==> src/rtl/shift_serializer_pkg.sv <==
// Shared definitions for the multi-lane serializer: bit-order encodings, FSM states
// and a constant clog2 used to size the length/bit counter.
package shift_serializer_pkg;

  localparam bit ORDER_LSB_FIRST = 1'b0;
  localparam bit ORDER_MSB_FIRST = 1'b1;

  typedef enum logic {
    ST_IDLE  = 1'b0,
    ST_SHIFT = 1'b1
  } state_t;

  function automatic int clog2(input int value);
    int r;
    int v;
    r = 0;
    v = value - 1;
    while (v > 0) begin
      r = r + 1;
      v = v >> 1;
    end
    return r;
  endfunction

endpackage

==> src/rtl/ser_lane.sv <==
// One serial lane: WIDTH-bit load/shift register, zero-filled from the side opposite
// the output bit. Load has priority over shift.
module ser_lane
  import shift_serializer_pkg::*;
#(
  parameter int WIDTH     = 20,
  parameter bit MSB_FIRST = 1'b0
) (
  input  logic             clk,
  input  logic             reset,
  input  logic             load,
  input  logic             shift,
  input  logic [WIDTH-1:0] din,
  output logic             dout
);

  logic [WIDTH-1:0] sreg;

  always_ff @(posedge clk or posedge reset) begin
    if (reset) begin
      sreg <= '0;
    end else if (load) begin
      sreg <= din;
    end else if (shift) begin
      if (MSB_FIRST == ORDER_MSB_FIRST) sreg <= {sreg[WIDTH-2:0], 1'b0};
      else                              sreg <= {1'b0, sreg[WIDTH-1:1]};
    end
  end

  assign dout = (MSB_FIRST == ORDER_MSB_FIRST) ? sreg[WIDTH-1] : sreg[0];

endmodule

==> src/rtl/shift_serializer.sv <==
// Multi-lane parallel-to-serial converter with a one-word holding buffer for gap-free
// back-to-back frames; FSM, bit counter, handshake and done pulse live here.
module shift_serializer
  import shift_serializer_pkg::*;
#(
  parameter int WIDTH      = 20,
  parameter int LANES      = 1,
  parameter bit MSB_FIRST  = 1'b0,
  parameter bit IDLE_LEVEL = 1'b0,
  parameter int CNT_W      = clog2(WIDTH + 1)
) (
  input  logic                   clk,
  input  logic                   reset,
  input  logic                   shift_en,
  input  logic                   in_valid,
  output logic                   in_ready,
  input  logic [LANES*WIDTH-1:0] in_data,
  input  logic [CNT_W-1:0]       in_len,
  output logic [LANES-1:0]       sout,
  output logic                   frame,
  output logic                   busy,
  output logic                   done
);

  localparam logic [CNT_W-1:0] WIDTH_C = CNT_W'(WIDTH);
  localparam logic [CNT_W-1:0] ONE_C   = CNT_W'(1);

  state_t                 state, state_n;
  logic [CNT_W-1:0]       cnt;
  logic                   hold_full;
  logic [LANES*WIDTH-1:0] hold_data;
  logic [CNT_W-1:0]       hold_len;
  logic [CNT_W-1:0]       len_clamped;
  logic                   accept, transfer, shift, done_n;
  logic [LANES-1:0]       lane_bit;

  assign in_ready    = !hold_full;
  assign accept      = in_valid && !hold_full;
  assign len_clamped = (in_len == '0 || in_len > WIDTH_C) ? WIDTH_C : in_len;

  always_comb begin
    state_n  = state;
    transfer = 1'b0;
    shift    = 1'b0;
    done_n   = 1'b0;
    case (state)
      ST_IDLE: begin
        if (hold_full) begin
          transfer = 1'b1;
          state_n  = ST_SHIFT;
        end
      end
      ST_SHIFT: begin
        if (shift_en) begin
          if (cnt != '0) begin
            shift = 1'b1;
          end else if (hold_full) begin
            // Reload straight from the holding buffer: no idle cycle between frames.
            transfer = 1'b1;
          end else begin
            state_n = ST_IDLE;
            done_n  = 1'b1;
          end
        end
      end
      default: state_n = ST_IDLE;
    endcase
  end

  always_ff @(posedge clk or posedge reset) begin
    if (reset) begin
      state     <= ST_IDLE;
      cnt       <= '0;
      hold_full <= 1'b0;
      hold_data <= '0;
      hold_len  <= '0;
      done      <= 1'b0;
    end else begin
      state <= state_n;
      done  <= done_n;
      if (accept) begin
        hold_full <= 1'b1;
        hold_data <= in_data;
        hold_len  <= len_clamped;
      end else if (transfer) begin
        hold_full <= 1'b0;
      end
      if (transfer)   cnt <= hold_len - ONE_C;
      else if (shift) cnt <= cnt - ONE_C;
    end
  end

  for (genvar k = 0; k < LANES; k++) begin : g_lane
    ser_lane #(
      .WIDTH    (WIDTH),
      .MSB_FIRST(MSB_FIRST)
    ) u_lane (
      .clk  (clk),
      .reset(reset),
      .load (transfer),
      .shift(shift),
      .din  (hold_data[k*WIDTH +: WIDTH]),
      .dout (lane_bit[k])
    );
  end

  assign frame = (state == ST_SHIFT);
  assign busy  = frame || hold_full;
  assign sout  = frame ? lane_bit : {LANES{IDLE_LEVEL}};

endmodule

==> config.mk <==
export PLATFORM = sky130hd
export DESIGN_NAME = shift_serializer
export DESIGN_NICKNAME = d
export VERILOG_FILES = /design/src/rtl/shift_serializer_pkg.sv /design/src/rtl/ser_lane.sv /design/src/rtl/shift_serializer.sv
export SDC_FILE = /design/constraint.sdc
export NUM_CORES = 1
export LEC_CHECK = 0
export ABC_CLOCK_PERIOD_IN_PS = 4300
export CAP_MARGIN = 25
export CORE_MARGIN = 4
export CORE_UTILIZATION = 53
export CTS_CLUSTER_DIAMETER = 150
export DETAILED_ROUTE_END_ITERATION = 10
export PLACE_DENSITY = 0.85
export SKIP_CTS_REPAIR_TIMING = 1
export SLEW_MARGIN = 20
export SYNTH_ARGS = -nofsm -noshare
export SYNTH_HDL_FRONTEND = slang
export SYNTH_SLANG_ARGS = --single-unit
==> constraint.sdc <==
create_clock -name clk -period 4.3 [get_ports clk]
set_input_delay 0.43 -clock clk [delete_from_list [all_inputs] [get_ports clk]]
set_output_delay 0.43 -clock clk [all_outputs]
set_load 0.02 [all_outputs]
# After elaboration in Yosys (flattened, before gate mapping)
# Index checks and enable logic that the tools add are counted.
[word_totals]
register_bits = 53
inputBits = 29
out_inout_bits = 5
[classes]
addsub = 2
magnitude_cmp = 1
muxes = 22
bitwise = 1
reduce_logical = 8
[ops]
columns = ["operator", "n"]
rows = [
  ["20-bit 2-to-1 mux", 2],
  ["1-bit 2-to-1 mux", 15],
  ["5-bit 2-to-1 mux", 3],
  ["5-bit by 1-bit subtractor with 5-bit output (second input constant)", 2],
  ["5-bit greater-than comparator (second input constant)", 1],
  ["5-bit logical NOT", 1],
  ["5-bit nonzero test", 1],
  ["1-bit one-hot mux with 2 select lines", 2],
  ["2-bit nonzero test", 2],
  ["1-bit logical OR", 2],
  ["1-bit logical AND", 1],
  ["1-bit logical NOT", 1],
  ["1-bit inverter", 1],
]

# Logic depth before layout (Yosys ltp)
[logic_depth]
depth_word = 6
depth_mapped = 10

# Cells and area by module
# Synthesis repeated with hierarchy kept, for this count alone.
[unflattened]
cells_unflattened = 217
area_unflattened_um2 = 2449.8
[by_module_without_submodules]
columns = ["module", "instances", "cells_each", "area_per_inst_um2", "seq_area_each_um2"]
rows = [
  ["shift_serializer", 1, 130, 1522.7, 825.8],
  ["ser_lane", 1, 87, 927.1, 500.5],
]

# Worst setup path after synthesis
# OpenSTA, ideal clock, no wires.
[synth_timing]
kind = "register -> register"
start = "register cnt[4]"
end = "register cnt[4]"
setup_ps = 77
t_arrival_ps = 2068
required_ps = 4223
path_slack_ps = 2155
path_stages_with_launch = 10
n_path_buf = 1
synth_period_minus_slack_ps = 2145
path_cell_list = "dfrtp_1 > nor3_2 > a41o_1 > buf_6 > mux2i_1 > ha_1 > nor3b_1 > xor2_1 > nand2_1 > a21oi_1"
[synth_between]
elab_chain_len = 5
[synth_lines]
columns = ["element", "line", "source"]
rows = [
  ["start: declaration", "shift_serializer.sv:29", "logic [CNT_W-1:0] cnt;"],
  ["start signal: assignment", "shift_serializer.sv:88", "if (transfer) cnt <= hold_len - ONE_C;"],
  ["start signal: assignment", "shift_serializer.sv:89", "else if (shift) cnt <= cnt - ONE_C;"],
  ["parallel branches: the longest is 5 deep, another holds 5-bit by 1-bit subtractor with 5-bit output", "-", ""],
]
# Parallel ways; which one is timed is not known. The select of a mux whose other input is x is not followed.
# A chain may end at the register's enable or synchronous reset.

# Worst setup path after layout
# Ends and elaborated chain as after synthesis.

==> results.md <==
* Status: finished, final reports clean
* Core area at roughly 0.0044 mm²
* Share of layout cells above drive strength 1 at between 5 and 6%
* Post-route insts no fill at 341
* Clk_lat worst skew at ~300 ps
* Commonest non-fill, non-tap cell in the layout: nand2_1
* Setup total negative slack at 0 ps
* Vias per cell at ~5.5
* Fin util at between 60 and 70%
* Seq/Total Area, Yosys at between 50% and 60%
* Design area at roughly 0.0029 mm²
* Tmin final at 2620 ps
* Sink Count at 53
* # IOs at 34
* RSZ-0062 raised after global routing: no
* Setup violators final at 0
* Most frequent cells in the layout: 93 x nand2_1, 53 x dfrtp_1, 33 x clkdlybuf4s50_1, 23 x inv_1, 20 x o221ai_1
* Mapped Nets at 289
* Total GRT Usage at 20.2%
* Reg clk slew, reported paths at ~90 ps
* Cts bufs inserted at 5
* Skew final at approximately 13 ps
* Combinational share of power at approximately 30%
* Worst Setup Start Kind: register
* Critical path type: reg -> reg
* Starting Density at roughly 55%
* Worst-Margin Slew at roughly 840 ps
* Max-Cap Viols at 0
* Unique cell type count in the Yosys netlist at 38
* Crit path capture: cnt[4]
* Hold Path Class: in -> async
* Final hold vios at 0
* Reg2reg path depth at 8
* # rows at 24
* GPL Wtd Cong at approximately 0.8
* Leak at roughly 0.0013 µW
* Max Root-Sink Buffers at 2
* WL final at between 4 and 5 mm
* Reg power frac at roughly 50%
* Routed length per placed instance at between 10 and 15 µm
* Crit Path Max Fanout at 10
* Initial antenna violation count at 0
* Crit end category: register
* DRT antenna net count at 0
* Pre-antenna DRT Iters at 6
* Die W at ~75 µm
* Clock power frac at roughly 20%
* Layout area overhead at 20.1%
* Synthesized area at about 0.0024 mm²
* Vias in the first global route at 1965
* Register-to-Register Setup Slack at ~1700 ps
* Buffers on Ports at 33
* Clock root cell: clkbuf_8
* Slew Viols, Final at 0
* CTS tree: done
* Vias at 1885
* Arr. time, crit path at 2850 ps
* Final period utilization at approximately 61%
* Post-synthesis register bit count at 53
* Placed inst area at approximately 0.0027 mm²
* Placed insts at 332
* Die H at roughly 75 µm
* Total Nets Final at roughly 320
* Pwr Density at a little under 600 mW/mm²
* VDD IR max at between 0.2 and 0.3 mV
* Async S/R FF share, synth at 100%
* Reg-to-reg startpoint: cnt[4]
* Post-route DRC at 0
* Relative slew slack at around 44%
* Sw Ratio at 34.5%
* Pin count of the biggest net entering global routing at 33
* Syn Area/Cell at 9.22 µm²
* H-tree depth at 2
* Warnings, synthesis at 0
* Launch point of the critical path: cnt[4]
* Post-DP HPWL at approximately 3.3 mm
* Tot Pwr at approximately 1700 µW
* First-pass GRT wire length at between 8 and 9 mm
* WP data required at 4540 ps
* Post-synth EDFFs at 0
* Crit Reg-Reg Endpoint: cnt[4]
* Total grt overflow at 0
* Die area at approximately 0.0056 mm²
* Pint at about 1100 µW
* Synth Flop Type: dfrtp_1
* Cell count after synthesis at around 260
* Diode count at 0
* Initial DRC count at 273
* Max Clock Freq at 382 MHz
* Sw power at slightly below 600 µW
power groups by stage:
stage	Combinational [µW]	Clock (µW)	Sequential (µW)
after floorplan	378	0	804
after global placement	468	0	833
after detailed placement	499	0	843
after CTS	504	331	833
after global routing	587	351	861
final	509	326	834
synthesized netlist by cell type (2+ instances only):
| library cell | count | area share, % |
|---|---|---|
| nor4_1 | 2 | 0.52 |
| nand2b_1 | 2 | 0.52 |
| nor2_1 | 8 | 1.3 |
| nand3_1 | 2 | 0.42 |
| o21ai_0 | 5 | 1.0 |
| o221ai_1 | 20 | 7.3 |
| dfrtp_1 | 53 | 56 |
| nor3_1 | 3 | 0.63 |
| a31oi_1 | 2 | 0.52 |
| nand2_1 | 93 | 15 |
| buf_2 | 5 | 1.0 |
| inv_1 | 24 | 3.8 |
| buf_6 | 2 | 0.94 |
| buf_4 | 2 | 0.63 |
| nor2b_1 | 2 | 0.52 |
| a21oi_1 | 6 | 1.3 |
| mux2i_1 | 3 | 1.3 |
| clkbuf_1 | 5 | 0.79 |
sequential cells by signal, summed over array words and instances, names as in the netlist:
register / flops
hold_full: 1
hold_len: 5
hold_data: 20
done: 1
g_lane.u_lane.sreg: 20
frame: 1
cnt: 5
kinds of logic (layout without fill, tap and decap cells):
family                     after synthesis  after routing  share of synthesized area (%)
AOI/OAI and AO/OA                       44             44                           14.4
xor gates and xnor gates                 1              1                          0.367
adders and majority gates                1              1                          0.524
buffers and inverters                   38             68                           7.18
DFF                                     53             53                           55.5
muxes                                    3              3                           1.26
and+or+nand+nor                        119            119                           20.8
layout make-up:
class | count | area, µm²
Clock buffer | 5 | 68.8
Clock inverter | 2 | 35.0
Tap cell | 52 | 65.1
Fill cell | 351 | 1490
Inverter | 24 | 90.1
Timing Repair Buffer | 37 | 384
Sequential cell | 53 | 1330
Multi-Input combinational cell | 168 | 900
metal layers:
layer | global-route usage, % | wire (µm) | up-vias
li1 | - | - | 924
met1 | 23.6 | 2010 | 900
met2 | 35.3 | 2590 | 55
met3 | 5.07 | 286 | 6
met4 | 8.35 | 71 | 0
met5 | 0 | 0 | -
through the flow:
| stage | setup slack, ps | hold slack, ps |
|---|---|---|
| 4_1_cts | 1690 | 449 |
| 3_5_place_dp | 1510 | 464 |
| 5_1_grt | 1430 | 481 |
| 6_report | 1680 | 442 |
| 3_3_place_gp | 1610 | 458 |
| 2_1_floorplan | 2150 | 446 |
critical path, stage by stage (launching register included):
cell	delay (ps)
dfrtp_1	450
nor3_2	440
a41o_1	470
mux2i_1	240
ha_1	320
nor3b_1	270
xor2_1	180
nand2_1	70
a21oi_1	110
how the worst min path moves through the flow:
stage	endpoint	slack (ps)	cells after the start
2_1_floorplan	hold_data[0]	450	2
3_3_place_gp	hold_data[0]	460	2
3_5_place_dp	hold_data[10]	460	2
4_1_cts	hold_data[1]	450	2
5_1_grt	hold_data[1]	480	2
6_report	g_lane[0].u_lane.sreg[3]	440	2
Note: power is estimated with default switching activity, not from simulation.
